`src/rtl/imm_encoder.sv`:
```
// Immediate encoder: scatters a sign-extended immediate into the I/S/B/U fields of a base
// instruction word, flags values the format cannot hold, and queues results in a 2-entry buffer.
module imm_encoder #(
    parameter int DATA_WIDTH    = 32,
    parameter int IMM_SRC_WIDTH = 2,
    parameter int ERR_CNT_WIDTH = 8
) (
    input  logic                     clk,
    input  logic                     rst_n,
    input  logic                     InValid,
    output logic                     InReady,
    input  logic [IMM_SRC_WIDTH-1:0] ImmSrc,
    input  logic [DATA_WIDTH-1:0]    ImmOp,
    input  logic [DATA_WIDTH-1:0]    BaseInstr,
    output logic                     OutValid,
    input  logic                     OutReady,
    output logic [DATA_WIDTH-1:0]    Instr,
    output logic                     ImmErr,
    output logic [ERR_CNT_WIDTH-1:0] ErrCount
);

    localparam logic [1:0] S_EMPTY = 2'd0;
    localparam logic [1:0] S_ONE   = 2'd1;
    localparam logic [1:0] S_TWO   = 2'd2;

    localparam logic [IMM_SRC_WIDTH-1:0] SRC_S = IMM_SRC_WIDTH'(1);
    localparam logic [IMM_SRC_WIDTH-1:0] SRC_B = IMM_SRC_WIDTH'(2);
    localparam logic [IMM_SRC_WIDTH-1:0] SRC_U = IMM_SRC_WIDTH'(3);

    logic [1:0]               state;
    logic [DATA_WIDTH-1:0]    head_instr, tail_instr;
    logic                     head_err, tail_err;
    logic [ERR_CNT_WIDTH-1:0] err_count;
    logic [DATA_WIDTH-1:0]    enc_instr;
    logic                     enc_err;
    logic                     push, pop;

    // NOTE: every output of an always_comb block is assigned a default first so no latch is inferred.
    always_comb begin
        enc_instr = BaseInstr;
        enc_err   = 1'b0;
        case (ImmSrc)
            SRC_S: begin
                enc_instr[31:25] = ImmOp[11:5];
                enc_instr[11:7]  = ImmOp[4:0];
                enc_err          = !((ImmOp[31:11] == '0) || (ImmOp[31:11] == '1));
            end
            SRC_B: begin
                enc_instr[31]    = ImmOp[12];
                enc_instr[30:25] = ImmOp[10:5];
                enc_instr[11:8]  = ImmOp[4:1];
                enc_instr[7]     = ImmOp[11];
                enc_err          = !((ImmOp[31:12] == '0) || (ImmOp[31:12] == '1)) || ImmOp[0];
            end
            SRC_U: begin
                enc_instr[31:12] = ImmOp[31:12];
                enc_err          = |ImmOp[11:0];
            end
            default: begin
                // I format; also covers any code a wider ImmSrc could carry.
                enc_instr[31:20] = ImmOp[11:0];
                enc_err          = !((ImmOp[31:11] == '0) || (ImmOp[31:11] == '1));
            end
        endcase
    end

    assign InReady  = (state != S_TWO) && rst_n;
    assign OutValid = (state != S_EMPTY);
    assign push     = InValid && InReady;
    assign pop      = OutValid && OutReady;
    assign Instr    = head_instr;
    assign ImmErr   = head_err;
    assign ErrCount = err_count;

    // NOTE: the two buffer entries are plain registers, so they are reset; Instr must read 0 out of reset.
    always_ff @(posedge clk) begin
        if (!rst_n) begin
            state      <= S_EMPTY;
            head_instr <= '0;
            head_err   <= 1'b0;
            tail_instr <= '0;
            tail_err   <= 1'b0;
            err_count  <= '0;
        end else begin
            case (state)
                S_EMPTY: begin
                    if (push) begin
                        head_instr <= enc_instr;
                        head_err   <= enc_err;
                        state      <= S_ONE;
                    end
                end
                S_ONE: begin
                    if (push && !pop) begin
                        tail_instr <= enc_instr;
                        tail_err   <= enc_err;
                        state      <= S_TWO;
                    end else if (pop && !push) begin
                        state <= S_EMPTY;
                    end else if (push && pop) begin
                        head_instr <= enc_instr;
                        head_err   <= enc_err;
                    end
                end
                S_TWO: begin
                    // InReady is low here, so only a pop can happen.
                    if (pop) begin
                        head_instr <= tail_instr;
                        head_err   <= tail_err;
                        state      <= S_ONE;
                    end
                end
                default: state <= S_EMPTY;
            endcase

            if (push && enc_err && (err_count != {ERR_CNT_WIDTH{1'b1}}))
                err_count <= err_count + 1'b1;
        end
    end

endmodule

```
`config.mk`:
```
export PLATFORM = sky130hd
export DESIGN_NAME = imm_encoder
export DESIGN_NICKNAME = d
export VERILOG_FILES = /design/src/rtl/imm_encoder.sv
export SDC_FILE = /design/constraint.sdc
export NUM_CORES = 1
export LEC_CHECK = 0
export BUFFER_PORTS_ARGS = -buffer_cell sky130_fd_sc_hd__buf_2
export CORE_MARGIN = 2
export CORE_UTILIZATION = 40
export CTS_BUF_LIST = sky130_fd_sc_hd__clkbuf_4 sky130_fd_sc_hd__clkbuf_8
export CTS_CLUSTER_SIZE = 16
export DETAILED_ROUTE_END_ITERATION = 8
export HOLD_SLACK_MARGIN = 0.02
export SETUP_SLACK_MARGIN = 0.4
export SYNTH_ARGS = -nofsm -noshare
export SYNTH_HDL_FRONTEND = slang
export SYNTH_SLANG_ARGS = --single-unit
```
`constraint.sdc`:
```
create_clock -name clk -period 2.1 [get_ports clk]
set_input_delay 0.105 -clock clk [delete_from_list [all_inputs] [get_ports clk]]
set_output_delay 0.105 -clock clk [all_outputs]
set_load 0.03 [all_outputs]
```
# After elaboration in Yosys (flattened, before gate mapping)
# Cells that the tools add are included.
dict set report totals {
  register_bits 76
  input_bits 70
  word_cells 69
}
dict set report op_classes {
  n_addsub 1
  reduce_logical 25
  muxes 22
  eq_ne 15
}
# cell count
set op_table {}
lappend op_table {{32-bit 2-to-1 mux} 5}
lappend op_table {{32-bit case mux with 3 select lines} 1}
lappend op_table {{21-bit == test, second input constant} 1}
lappend op_table {{21-bit logical NOT} 1}
lappend op_table {{20-bit == test, second input constant} 1}
lappend op_table {{20-bit logical NOT} 1}
lappend op_table {{5-bit case mux with 2 select lines} 2}
lappend op_table {{7-bit case mux with 2 select lines} 1}
lappend op_table {{2-bit inequality test, second input constant} 6}
lappend op_table {{12-bit OR reduction} 1}
lappend op_table {{8-bit by 1-bit adder with 8-bit output, second input constant} 1}
lappend op_table {{1-bit logical AND} 8}
lappend op_table {{2-bit 2-to-1 mux} 4}
lappend op_table {{8-bit 2-to-1 mux} 1}
lappend op_table {{8-bit inequality test, second input constant} 1}
lappend op_table {{2-bit == test, second input constant} 3}
lappend op_table {{2-bit case mux with 3 select lines} 1}
lappend op_table {{6-bit AND reduction} 1}
lappend op_table {{1-bit 2-to-1 mux} 5}
lappend op_table {{2-bit by 1-bit == test with 1-bit output, second input constant} 2}
lappend op_table {{1-bit logical NOT} 4}
lappend op_table {{1-bit logical OR} 3}
lappend op_table {{3-bit inequality test, second input constant} 1}
lappend op_table {{1-bit case mux with 3 select lines} 1}
lappend op_table {{other kinds (7)} 7}

# Depth between registers and ports, before layout
dict set report depth {
  word_depth 9
  mapped_depth 13
}

# Worst setup path before layout
# OpenSTA, ideal clock, no wires.
dict set report synth_path {
  kind {reg2reg}
  from {register state[1]}
  to {register head_instr[6], in the netlist Instr[6]}
  arrival_ps 1971
  setup_slack_ps 38
  path_stages_with_launch 12
  period_less_slack_ps 2062
  path_buffers 1
  required_ps 2009
  path_cell_list {dfxtp_1 -> nor2b_1 -> nor2_4 -> nand2_1 -> inv_2 -> ha_1 -> nor2_1 -> nand3_1 -> o21ai_2 -> buf_2 -> nor2_1 -> a311oi_1}
}
dict set report synth_via {
  elab_chain_cells 7
  elab_cells_between_ends 21
  cone_classes {eq/ne: 8; mux: 1; reduce/logical: 12}
}
# item line_no
set synth_rtl {}
lappend synth_rtl {{start: declaration} 30} ;# logic [1:0] state;
lappend synth_rtl {{start signal: assignment} 78} ;# state <= S_EMPTY;
lappend synth_rtl {{start signal: assignment} 90} ;# state <= S_ONE;
lappend synth_rtl {{start signal: assignment} 97} ;# state <= S_TWO;
lappend synth_rtl {{2-bit inequality test (*)} 67} ;# assign InReady = (state != S_TWO) && rst_n;
lappend synth_rtl {{1-bit logical AND (*)} 67}
lappend synth_rtl {{via InReady} 11} ;# output logic InReady,
lappend synth_rtl {{1-bit logical AND (*)} 69} ;# assign push = InValid && InReady;
lappend synth_rtl {{1-bit logical NOT} 98} ;# end else if (pop && !push) begin
lappend synth_rtl {{1-bit logical AND} 98}
lappend synth_rtl {{2-bit inequality test (no source line)} --}
lappend synth_rtl {{6-bit AND reduction (no source line) (*)} --}
lappend synth_rtl {{end signal: assignment} 88} ;# head_instr <= enc_instr;
lappend synth_rtl {{end signal: assignment} 101} ;# head_instr <= enc_instr;
lappend synth_rtl {{end signal: assignment} 108} ;# head_instr <= tail_instr;
lappend synth_rtl {{end: declaration} 31} ;# logic [DATA_WIDTH-1:0] head_instr, tail_instr;
# The timed path passes the listed nets; every way through them passes the cells marked *.
# A chain may end at the register's enable or synchronous reset.

# Worst setup path in the final report
dict set report layout_path {
  from {register state[0]}
  to {register head_instr[6], in the netlist Instr[6]}
}
dict set report layout_via {
  elab_chain_cells 7
  elab_cells_between_ends 21
  cone_classes {eq/ne: 8; mux: 1; reduce/logical: 12}
}
# item line_no
set layout_rtl {}
lappend layout_rtl {{2-bit inequality test} 67}
lappend layout_rtl {{1-bit logical AND} 67}
lappend layout_rtl {{1-bit logical AND} 69}
lappend layout_rtl {{1-bit logical NOT} 98}
lappend layout_rtl {{1-bit logical AND} 98}
lappend layout_rtl {{2-bit inequality test (no source line)} --}
lappend layout_rtl {{6-bit AND reduction (no source line)} --}
# Parallel ways exist; a longest one is shown, timed or not.

==> impl_metrics.toml <==
[status]
outcome = "finished, final reports clean"

[grt]
grt_util_met1_pct = 27.2
met2_usage_pct = 36.1
grt_max_degree = 72
busiest_layer = "met2"
grt_util_all_layers_pct = 21.4
gr-usage-met3_pct = 5.15
grt_pass1_vias = 3467
overflow = 0
grt_pass1_wl_mm = 16.8
antenna_found_initial = 0

[cells_and_area]
fin_util_pct = 57.3
fill_cells = 820
diodes = 0
finish.net_count = 654
finalInstanceArea_um2 = 5040
area_delta_synth_final_pct = 37.4
drive_gt1_share_pct = 32.0

[sta]
min_period_over_period_pct = 89.8
rsz0062_at_grt = "yes"
fin_setup_tns_ns = 0
max_freq_mhz = 530
period_minus_slack_ns = 1.89
tightestPinTransition_ns = 0.789
finClkSkew_ns = 0.00965
slew_violations = 0
whs_ns = 0.0888
finalSetupViolations = 0
finalHoldViolations = 0
maxSlewHeadroom_pct = 47.4

[route]
antenna_left = 0
dr_total_vias = 3736
via_per_inst = 5.42
first_pass_iters = 4
wirelength_mm = 11.2
drc = 0
wl_per_cell_um = 16.3
drt-initial-drc-count = 159

[clock_network]
worstSkewPairLatency_ns = 0.35
clkTransAtPathRegs_ns = 0.08
cts_tree = "done"
cts_root_buf = "clkbuf_8"
clock-sinks = 76
cts_max_path_buffers = 2
ctsHtreeMaxLevel = 3
cts_made_buffers = 9

[setup_path]
cp_max_fo = 6
critPathCapture = "Instr[6]$_SDFFE_PN0P_"
crit_type = "register to register"
critPathCaptureType = "register"
path_cells = "or2_4 > nand2_4 > inv_4 > ha_4 > nor2_4 > nand3_4 > o21ai_4 > clkbuf_16 > nor2_1 > a311oi_1"
ff2ff_path_depth = 10
crit_path_top_delay_cell = "dfxtp_4"
r2r_end = "Instr[6]$_SDFFE_PN0P_"
cp-startpoint = "state[0]$_SDFFE_PN0P_"
worstPathArrival_ns = 2.14
required_ns = 2.35
r2r_slack_ns = 0.21
slowest_delay_ns = 0.37
timing.rr.start = "state[0]$_SDFFE_PN0P_"
startpoint_type = "register"

[logic_synthesis]
synth_area_um2 = 3670
synth_most_common_cell = "nand2_1"
syn-mean-instance-area_um2 = 8.03
synth.top_cells.by_count = "83 x nand2_1, 76 x dfxtp_1, 53 x nor2_1"
yosys-top-cells-area = "dfxtp_1 41%, nand2_1 8.5%, a21oi_1 6.1%"
synth_top_cell_by_area = "dfxtp_1"
synth_cells = 457
synth_cell_types = 43
synth_edf_count = 0
async_reset_ff_share_pct = 0
yosysTopAreaCellShare_pct = 41.5
synth_nets = 535
ys_warn_count = 0
synth-seq-cells = 76
synthFlopType = "dfxtp_1"
yosysSeqAreaShare_pct = 41.5

[run]
drv_cap = 0

[pwr]
ir_drop_v = 0.000341
leakagePower_nw = 2.11
power_density_nw_per_um2 = 676
fin_total_pwr_mw = 3.41

[floorplanning]
dieArea_um2 = 9960
die_h_um = 99.8
fp.dieW_um = 99.8
io_pins = 113
start_util_pct = 41.7
core_um2 = 8810
fp-row-count = 34

[placement]
gp_congestion = 0.893
hpwl_mm = 7.08
dpl_cell_area_um2 = 4390
portBuffers = 105

[min_path]
hold_class = "input port to register"
worstHoldPathCells = 3
-- cells by family after synthesis --
| kind of cell | share of synthesized area (%) |
|---|---|
| and+or+nand+nor | 23.5 |
| buffers and inverters | 4.30 |
| muxes | 3.00 |
| DFF | 41.5 |
| adders and majority gates | 2.73 |
| AOI/OAI and AO/OA | 25.0 |
-- layout make-up --
class	count	area, um^2	share of cell area [%]
timing repair buffer	141	1040	20.7
tap	108	135	2.68
multi-input combinational	342	2100	41.7
clock buffer	12	153	3.03
sequential	76	1530	30.4
clock inverter	4	48.8	0.968
inverter	6	25.0	0.496
-- state kept, by name, indices dropped and copies added, names as in the netlist --
| name | flops |
|---|---|
| ErrCount | 8 |
| ImmErr | 1 |
| Instr | 32 |
| state | 2 |
| tail_err | 1 |
| tail_instr | 32 |
-- worst min path at each step --
stage	start	to	slack, ns
2_1_floorplan	BaseInstr[0]	tail_instr[0]$_SDFFE_PN0P_	0.24
3_3_place_gp	BaseInstr[1]	tail_instr[1]$_SDFFE_PN0P_	0.36
6_report	rst_n	ErrCount[4]$_SDFFE_PN0P_	0.09
5_1_grt	rst_n	ErrCount[3]$_SDFFE_PN0P_	0.1
4_1_cts	rst_n	tail_err$_SDFFE_PN0P_	0.07
3_5_place_dp	BaseInstr[2]	tail_instr[2]$_SDFFE_PN0P_	0.37
-- where the power goes --
part,total (mW),internal [mW],switching (mW)
clock,1.14,0.607,0.538
combinational,0.718,0.296,0.422
sequential,1.55,1.51,0.0370
total,3.41,2.41,0.997
-- layout by cell type (no fill, tap or decap), types with 4 or more instances in the layout --
| cell type | count |
|---|---|
| nor2_1 | 52 |
| nor2b_1 | 5 |
| dlygate4sd3_1 | 7 |
| nand3_1 | 9 |
| buf_2 | 105 |
| clkbuf_16 | 6 |
| mux2i_1 | 11 |
| a211oi_1 | 19 |
| clkbuf_8 | 10 |
| a21oi_1 | 44 |
| and3_1 | 4 |
| o211ai_1 | 26 |
| nand2_1 | 80 |
| a22oi_1 | 12 |
| nor4_1 | 8 |
| a31oi_1 | 4 |
| a311oi_1 | 5 |
| dfxtp_1 | 72 |
| ha_1 | 6 |
| buf_4 | 13 |
| buf_12 | 6 |
| o21ai_1 | 8 |
-- through the flow --
stage / instances / setup WS [ns]
final: 689 / 0.214
after global routing: 689 / 0.154
after CTS: 680 / 0.299
after detailed placement: 648 / 0.246
after global placement: 648 / 0.273
after floorplan: 457 / 0.342
-- critical path: cells and delay by family (launching register included) --
family,cells,cell delay (ns)
buffers and inverters,2,0.28
AO/OA/AOI/OAI,2,0.40
adder cells (fa/ha/maj),1,0.15
flip-flops,1,0.37
AND/OR/NAND/NOR,5,0.58
-- repair_timing --
item / CTS / global route
endpoints found under the hold margin: 7 / 0
resized for setup: 12 / 13
gates cloned: 2 / 6
endpoints found under the setup margin: 55 / 41
hold buffers: 7 / 0
pin swaps: 0 / 28
buffers inserted: 7 / 3
-- metal layers --
layer,vias to the layer above,routed length [um]
met4,0,92
met2,88,5480
met1,1757,5100
met3,8,551
met5,-,0
li1,1883,-
Note: power is estimated with default switching activity, not from simulation.
